**src/rtl/vppm_freq_meter.sv**
```systemverilog
// VPPM bit-rate meter: averages 2^AVG_LOG2 rising-edge intervals of signalIn and
// reports the mean period (clk cycles) and bit frequency (Hz) via a serial divider.
//   state   | meaning
//   IDLE    | no acquisition; any edge starts one
//   MEASURE | accumulating accepted intervals into sum
//   DIVIDE  | 32-cycle restoring divide of the scaled clock rate by sum
//   LOCKED  | result held; with TRACK, next accepted edge starts a new measurement
module vppm_freq_meter #(
    parameter int unsigned CLK_FREQ   = 200000000,
    parameter int unsigned AVG_LOG2   = 2,
    parameter int unsigned CNT_W      = 32,
    parameter int unsigned MIN_PERIOD = 16,
    parameter int unsigned TIMEOUT    = 1000000,
    parameter int unsigned TRACK      = 0
) (
    input  logic             clk,
    input  logic             reset,
    input  logic             signalIn,
    input  logic             rearm,
    output logic [31:0]      frequency,
    output logic [CNT_W-1:0] period,
    output logic             freq_valid,
    output logic             locked,
    output logic             lock_lost
);

    localparam logic [63:0]      NUMERATOR = 64'(CLK_FREQ) << AVG_LOG2;
    localparam logic [31:0]      NUM_HI    = NUMERATOR[63:32];
    localparam logic [31:0]      NUM_LO    = NUMERATOR[31:0];
    localparam logic [CNT_W-1:0] TIMEOUT_C = CNT_W'(TIMEOUT);
    localparam logic [CNT_W-1:0] MIN_C     = CNT_W'(MIN_PERIOD);
    localparam logic [4:0]       LAST_N    = 5'((1 << AVG_LOG2) - 1);

    typedef enum logic [1:0] {IDLE, MEASURE, DIVIDE, LOCKED} meterState_t;

    meterState_t      state, stateNext;
    logic             syncA, syncB, syncC, edgeEvt;
    logic [CNT_W-1:0] ivl, sum, sumNext;
    logic [4:0]       nCnt;
    logic [CNT_W-1:0] divRem, remStep, remInit;
    logic [31:0]      divNum, divQuo;
    logic [4:0]       divCnt;
    logic             divOvf, ovfNext;
    logic [CNT_W:0]   shifted;
    logic             stepGe;
    logic             edgeAcc, timeoutHit;
    logic             startMeas, accum, startDiv, finishDiv, toutEvt;

    assign edgeAcc    = edgeEvt && !rearm && ((state == IDLE) || (ivl >= MIN_C));
    assign timeoutHit = (state != IDLE) && (ivl == TIMEOUT_C) && !edgeAcc;
    assign sumNext    = sum + ivl;
    // Quotient needs more than 32 bits whenever the upper numerator word alone reaches the divisor.
    assign ovfNext    = {32'd0, NUM_HI} >= 64'(sumNext);
    assign remInit    = CNT_W'(NUM_HI);

    always_comb begin
        shifted = {divRem, divNum[31]};
        stepGe  = shifted >= {1'b0, sum};
        remStep = stepGe ? CNT_W'(shifted - {1'b0, sum}) : shifted[CNT_W-1:0];
    end

    always_ff @(posedge clk or negedge reset) begin
        if (!reset) state <= IDLE;
        else        state <= stateNext;
    end

    always_comb begin
        stateNext = state;
        startMeas = 1'b0;
        accum     = 1'b0;
        startDiv  = 1'b0;
        finishDiv = 1'b0;
        toutEvt   = 1'b0;
        if (rearm) begin
            stateNext = IDLE;
        end else if (timeoutHit) begin
            stateNext = IDLE;
            toutEvt   = 1'b1;
        end else begin
            case (state)
                IDLE: begin
                    if (edgeAcc) begin
                        stateNext = MEASURE;
                        startMeas = 1'b1;
                    end
                end
                MEASURE: begin
                    if (edgeAcc) begin
                        accum = 1'b1;
                        if (nCnt == LAST_N) begin
                            stateNext = DIVIDE;
                            startDiv  = 1'b1;
                        end
                    end
                end
                DIVIDE: begin
                    if (divCnt == 5'd31) begin
                        stateNext = LOCKED;
                        finishDiv = 1'b1;
                    end
                end
                LOCKED: begin
                    if ((TRACK != 0) && edgeAcc) begin
                        stateNext = MEASURE;
                        startMeas = 1'b1;
                    end
                end
                default: stateNext = IDLE;
            endcase
        end
    end

    always_ff @(posedge clk or negedge reset) begin
        if (!reset) begin
            syncA      <= 1'b0;
            syncB      <= 1'b0;
            syncC      <= 1'b0;
            edgeEvt    <= 1'b0;
            ivl        <= '0;
            sum        <= '0;
            nCnt       <= '0;
            divRem     <= '0;
            divNum     <= '0;
            divQuo     <= '0;
            divCnt     <= '0;
            divOvf     <= 1'b0;
            frequency  <= '0;
            period     <= '0;
            freq_valid <= 1'b0;
            locked     <= 1'b0;
            lock_lost  <= 1'b0;
        end else begin
            syncA      <= signalIn;
            syncB      <= syncA;
            syncC      <= syncB;
            edgeEvt    <= syncB & ~syncC;
            freq_valid <= finishDiv;
            lock_lost  <= toutEvt;

            if (rearm)                 ivl <= '0;
            else if (edgeAcc)          ivl <= CNT_W'(1);
            else if (ivl < TIMEOUT_C)  ivl <= ivl + CNT_W'(1);

            if (rearm || startMeas) begin
                sum  <= '0;
                nCnt <= '0;
            end else if (accum) begin
                sum  <= sumNext;
                nCnt <= nCnt + 5'd1;
            end

            if (startDiv) begin
                divRem <= remInit;
                divNum <= NUM_LO;
                divQuo <= '0;
                divCnt <= '0;
                divOvf <= ovfNext;
            end else if (state == DIVIDE) begin
                divRem <= remStep;
                divNum <= {divNum[30:0], 1'b0};
                divQuo <= {divQuo[30:0], stepGe};
                divCnt <= divCnt + 5'd1;
            end

            if (finishDiv) begin
                frequency <= divOvf ? 32'hFFFF_FFFF : {divQuo[30:0], stepGe};
                period    <= sum >> AVG_LOG2;
            end

            if (rearm || toutEvt) locked <= 1'b0;
            else if (finishDiv)   locked <= 1'b1;
        end
    end

endmodule

```
**config.mk**
```make
export PLATFORM = sky130hd
export DESIGN_NAME = vppm_freq_meter
export DESIGN_NICKNAME = d
export VERILOG_FILES = /design/src/rtl/vppm_freq_meter.sv
export SDC_FILE = /design/constraint.sdc
export NUM_CORES = 1
export LEC_CHECK = 0
export ABC_AREA = 0
export CELL_PAD_IN_SITES_DETAIL_PLACEMENT = 1
export CELL_PAD_IN_SITES_GLOBAL_PLACEMENT = 2
export CORE_MARGIN = 4
export CORE_UTILIZATION = 35
export DETAILED_ROUTE_END_ITERATION = 10
export GPL_TIMING_DRIVEN = 0
export PLACE_DENSITY_LB_ADDON = 0.2
export SYNTH_ARGS = -nofsm -noshare
export SYNTH_HDL_FRONTEND = slang
export SYNTH_SLANG_ARGS = --single-unit
```
**constraint.sdc**
```tcl
create_clock -name clk -period 3.2 [get_ports clk]
set_input_delay 0.32 -clock clk [delete_from_list [all_inputs] [get_ports clk]]
set_output_delay 0.32 -clock clk [all_outputs]
set_load 0.1 [all_outputs]
```
# Word-level counts from Yosys, hierarchy flattened
# Index checks and enable logic that the tools add are counted.
# totals
word_cells	99
register_bits	241
inputBits	4
out_inout_bits	67
# classes
bitwise	2
n_addsub	5
reduce_logical	17
muxes	44
eq_ne	9
order_cmp	4
# op_table
cell	n
32-bit 2-to-1 mux	11
31-bit 2-to-1 mux	2
33-bit by 32-bit greater-or-equal comparator with 1-bit output	1
32-bit by 1-bit adder with 32-bit output (second input constant)	1
32-bit adder	1
32-bit by 20-bit == test with 1-bit output (second input constant)	1
1-bit by 32-bit greater-or-equal comparator with 1-bit output (first input constant)	1
32-bit by 5-bit greater-or-equal comparator with 1-bit output (second input constant)	1
32-bit by 20-bit less-than comparator with 1-bit output (second input constant)	1
32-bit subtractor	1
1-bit 2-to-1 mux	20
5-bit 2-to-1 mux	4
4-bit inequality test (second input constant)	4
2-bit 2-to-1 mux	6
5-bit by 1-bit adder with 5-bit output (second input constant)	2
2-bit nonzero test	4
2-bit one-hot mux with 3 select lines	1
5-bit by 2-bit == test with 1-bit output (second input constant)	1
5-bit == test (second input constant)	1
5-bit AND reduction	1
5-bit nonzero test	1
1-bit logical AND	4
1-bit logical OR	3
3-bit nonzero test	1
6 further kinds	7

# Logic depth before layout (Yosys ltp)
# depth
ltp_word	9
mapped_depth	15
mapped_depth_nobuf	13

# Worst setup path before layout
# Ideal clock, no wire load.
# synth_timing
kind	reg-to-reg
startpoint	register ivl[0]
endpoint	register divOvf
path_slack_ps	-37
synth_period_minus_slack_ps	3237
t_arrival_ps	3171
setup_time_ps	66
required_ps	3134
n_path_buf	0
stages_incl_launch_ff	13
path_cell_list	dfrtp_1 ha_1 fa_1 a21o_1 a21oi_1 xnor2_1 nor4b_1 nand4_1 or4b_1 or4_1 nor4_1 nand4_1 nand2_1
# synth_via
elab_chain_cells	7
word_cells_on_any_way	13
classes_between	add/sub (1); order compare (2); eq/ne (1); mux (4); reduce/logical (5)
# synth_lines
item	line_no	source
from (decl)	38	logic [CNT_W-1:0] ivl, sum, sumNext;
from (signal assigned)	142	else if (ivl < TIMEOUT_C) ivl <= ivl + CNT_W'(1);
parallel branches: the longest is 7 deep, another holds 32-bit adder	--	
to (signal assigned)	157	divOvf <= ovfNext;
to (decl)	43	logic divOvf, ovfNext;
# Parallel ways; which one is timed is not known.
# A chain may end at the register's enable or synchronous reset.

# Final worst setup path
# layout_timing
startpoint	register sum[21]
endpoint	register divOvf
# layout_via
elab_chain_cells	2
# layout_lines
item	line_no	source
from (decl)	38	
from (signal assigned)	148	sum <= sumNext;
32-bit adder	51	assign sumNext = sum + ivl;
1-bit by 32-bit greater-or-equal comparator with 1-bit output	53	assign ovfNext = {32'd0, NUM_HI} >= 64'(sumNext);
# Every way passes these cells.

==> results.sh <==
export IMPL_status="finished, violations left"
export IMPL_violations="negative setup slack"
export IMPL_antenna_left=0
export IMPL_period_share=1.15
export IMPL_antenna_found_initial=0
export IMPL_dieArea_um2=41400
export IMPL_slew_headroom=0.332
export IMPL_yosysUniqueCellTypes=63
export IMPL_crit_start="sum[21]"
export IMPL_cp_depth=11
export IMPL_dp_hpwl_um=31300
export IMPL_peakVddDrop_mv=0.400
export IMPL_fin_skew_ns=0.0131
export IMPL_timing_hold_violations_final=0
export IMPL_crit_path_end="divOvf"
export IMPL_path_buf_inv=0
export IMPL_syn_to_final_growth_pct=24.2
export IMPL_synth_yosys_warnings=0
export IMPL_min_period_ns=3.68
export IMPL_p_int_mw=7.55
export IMPL_clock_latency_ns=0.56
export IMPL_syn_inst=1473
export IMPL_crit_slowest_cell="or4b_4"
export IMPL_num_rows=71
export IMPL_syn_area_um2=13400
export IMPL_setup_ws_ns=-0.482
export IMPL_cts_made_buffers=28
export IMPL_drive_gt1_frac=0.158
export IMPL_die_width_um=203
export IMPL_cts_htree_levels=1
export IMPL_holdCritPathClass="in2reg"
export IMPL_boundaryPins=71
export IMPL_drv_slew=0
export IMPL_clockPowerShare=0.259
export IMPL_worstMarginPinSlew_ns=0.999
export IMPL_port_buffers=67
export IMPL_yosys_area_top_type_share=0.430
export IMPL_combPwrFrac=0.452
export IMPL_rsz0062_at_grt="true"
export IMPL_dr_total_vias=11400
export IMPL_dominantRegCellSynth="dfrtp_1"
export IMPL_yosys_top_cells_area="dfrtp_1 (43%), ha_1 (6.7%), nor2_1 (5.4%)"
export IMPL_initial_core_util=0.355
export IMPL_wl_per_cell_um=20.0
export IMPL_power_frac_seq=0.289
export IMPL_p_total_mw=12.9
export IMPL_cp_arrival_ns=4.16
export IMPL_rrSetupSlack_ns=-0.48
export IMPL_crit_path_start_kind="flip-flop"
export IMPL_max_freq_mhz=272
export IMPL_routabilityCongestion=0.827
export IMPL_core_region_area_um2=37700
export IMPL_synth_edf_count=0
export IMPL_die_y_um=203
export IMPL_path_common_cell="nand4_1"
export IMPL_seq_area_frac_synth=0.430
export IMPL_wl_um=42500
export IMPL_timing_rr_start="sum[21]"
export IMPL_r2r_cells=11
export IMPL_yosysTopAreaCell="dfrtp_1"
export IMPL_grt_pass1_wl_um=67900
export IMPL_grt_pass1_vias=11700
export IMPL_layout_cells_non_filler=2127
export IMPL_cp_cell_sequence="ha_2 > and2_1 > and3_1 > o21ai_0 > a21oi_2 > nand4_1 > or4b_4 > or4_4 > nor4_4 > nand4_1 > nand2_1"
export IMPL_cts_tree="built"
export IMPL_worst_setup_path_end_kind="flip-flop"
export IMPL_cellLeakagePower_nw=6.88
export IMPL_ys_ff_latch=230
export IMPL_critPathTopFamily="simple AND/OR/NAND/NOR gates"
export IMPL_drv_cap=0
export IMPL_clkTransAtPathRegs_ns=0.06
export IMPL_tns_ns=-0.562
export IMPL_p_per_area_nw_per_um2=778
export IMPL_pre_cts_slack_ns=-1.29
export IMPL_drc=0
export IMPL_timing_rr_end="divOvf"
export IMPL_nNetsFinal=1673
export IMPL_ys_async_sr_fraction=1.00
export IMPL_drt_iter0_markers=608
export IMPL_netSwitchingPower_mw=5.37
export IMPL_clock_path_buffers=3
export IMPL_avgViaCountPerCell=5.38
export IMPL_grtUsageTotal=0.204
export IMPL_grt_ovfl_total=0
export IMPL_syn_avg_cell_area_um2=9.08
export IMPL_drt_pass1_iterations=6
export IMPL_setup_viol=2
export IMPL_dp_cells=2054
export IMPL_cts_root_buffer="clkbuf_16"
export IMPL_antenna_cells=0
export IMPL_crit_fanout=6
export IMPL_grt_max_degree=114
export IMPL_path_class="reg2reg"
export IMPL_critPathMaxStageDelay_ns=0.52
export IMPL_swShare=0.415
export IMPL_clkSinkCount=230
export IMPL_critPathRequiredTime_ns=3.68
layer usage:
layer	routed length, um	part of all wire	up-vias	global-route usage
met3	1350	0.032	39	0.0231
met4	639	0.015	0	0.0414
met5	0	0	-	0
met2	18600	0.44	162	0.314
li1	-	-	5437	-
met1	21900	0.52	5798	0.310
worst min path at each step:
stage	depth (start not counted)	slack, ns	startpoint	end
after floorplan	0	0.02	reset	divCnt[0]
after global placement	0	0.33	syncA	syncB
after detailed placement	1	0.28	reset	period[14]
after CTS	1	0.17	signalIn	syncA
after global routing	1	0.19	signalIn	syncA
final	1	0.20	signalIn	syncA
kinds of logic after synthesis:
| group | synth area share |
|---|---|
| fa+ha+maj | 0.0703 |
| mux | 0.0735 |
| buf+inv | 0.0393 |
| compound gates | 0.168 |
| other cells | 0.000280 |
| flops | 0.430 |
| xor+xnor | 0.0452 |
| simple gates | 0.173 |
power groups by stage:
stage	clock, mW	combinational [mW]	sequential, mW
floorplan	0	2.91	4.73
global placement	0	5.18	3.77
detailed placement	0	5.26	3.78
finish	3.34	5.84	3.74
CTS	3.45	5.51	3.73
global route	3.56	6.37	3.80
cells in the final DEF, fill, tap and decap left out, types with 29 or more instances in the layout:
master           count
xnor2_1             33
dfrtp_1            206
buf_4               41
mux2_2              32
a21oi_1            108
nand2_1            148
o21ai_0             68
mux2i_1             60
nor2_1             190
ha_1                48
clkbuf_1            38
xor2_1              35
a21o_1              38
a31oi_1             39
clkdlybuf4s50_1     66
inv_1               60
clkbuf_16           29
flip-flops by register name (all words and copies together), names as in the netlist, 2 cells and up:
signal and cells:
divRem 32, nCnt 5, sum 32, divCnt 5, period 30, state 2
ivl 32, divNum 21, divQuo 31, frequency 32
worst reg2reg max path, cell delays in order, from the launching register on:
cell	delay, ns
dfrtp_1	0.49
ha_2	0.47
and2_1	0.20
and3_1	0.23
o21ai_0	0.13
a21oi_2	0.26
nand4_1	0.19
or4b_4	0.52
or4_4	0.44
nor4_4	0.24
nand4_1	0.28
nand2_1	0.15
Yosys cell counts (11+ instances only):
cell type and n:
o21ai_0 72, a211oi_1 20, nor4_1 11, nor2_1 192
nand4_1 25, or3_1 13, and3_1 16, inv_1 60
a21o_1 38, mux2_2 32, nand2_1 150, a31oi_1 41
dfrtp_1 230, and2_1 18, nand3_1 19, nand2b_1 11
xor2_1 35, nor2b_1 13, xnor2_1 34, clkbuf_1 68
ha_1 72, mux2i_1 60, nor3_1 19, a21oi_1 118
layout make-up:
type	count	area (um^2)
clock inverter	11	135
multi-input combinational	1106	7660
timing repair buffer	106	1010
fill	4342	21100
clock buffer	40	837
sequential	230	5790
buffer	63	317
tap	511	639
inverter	60	225
timing repair:
action / in CTS / in global routing
hold buffers: 1 / 0
cloned: 0 / 0
gates resized for setup: 90 / 107
endpoints found under the setup margin: 150 / 127
pin swaps: 17 / 31
setup buffers: 14 / 22
endpoints found under the hold margin: 55 / 0
stage by stage:
step                      hold WS, ns  utilization  cell area [um^2]
after floorplan                0.0244            -             13400
after global placement          0.334        0.390             14700
after detailed placement        0.277        0.392             14800
after CTS                       0.174        0.428             16100
after global routing            0.194        0.441             16600
final                           0.204        0.441             16600
No activity file was read; power rests on OpenSTA's default activity.
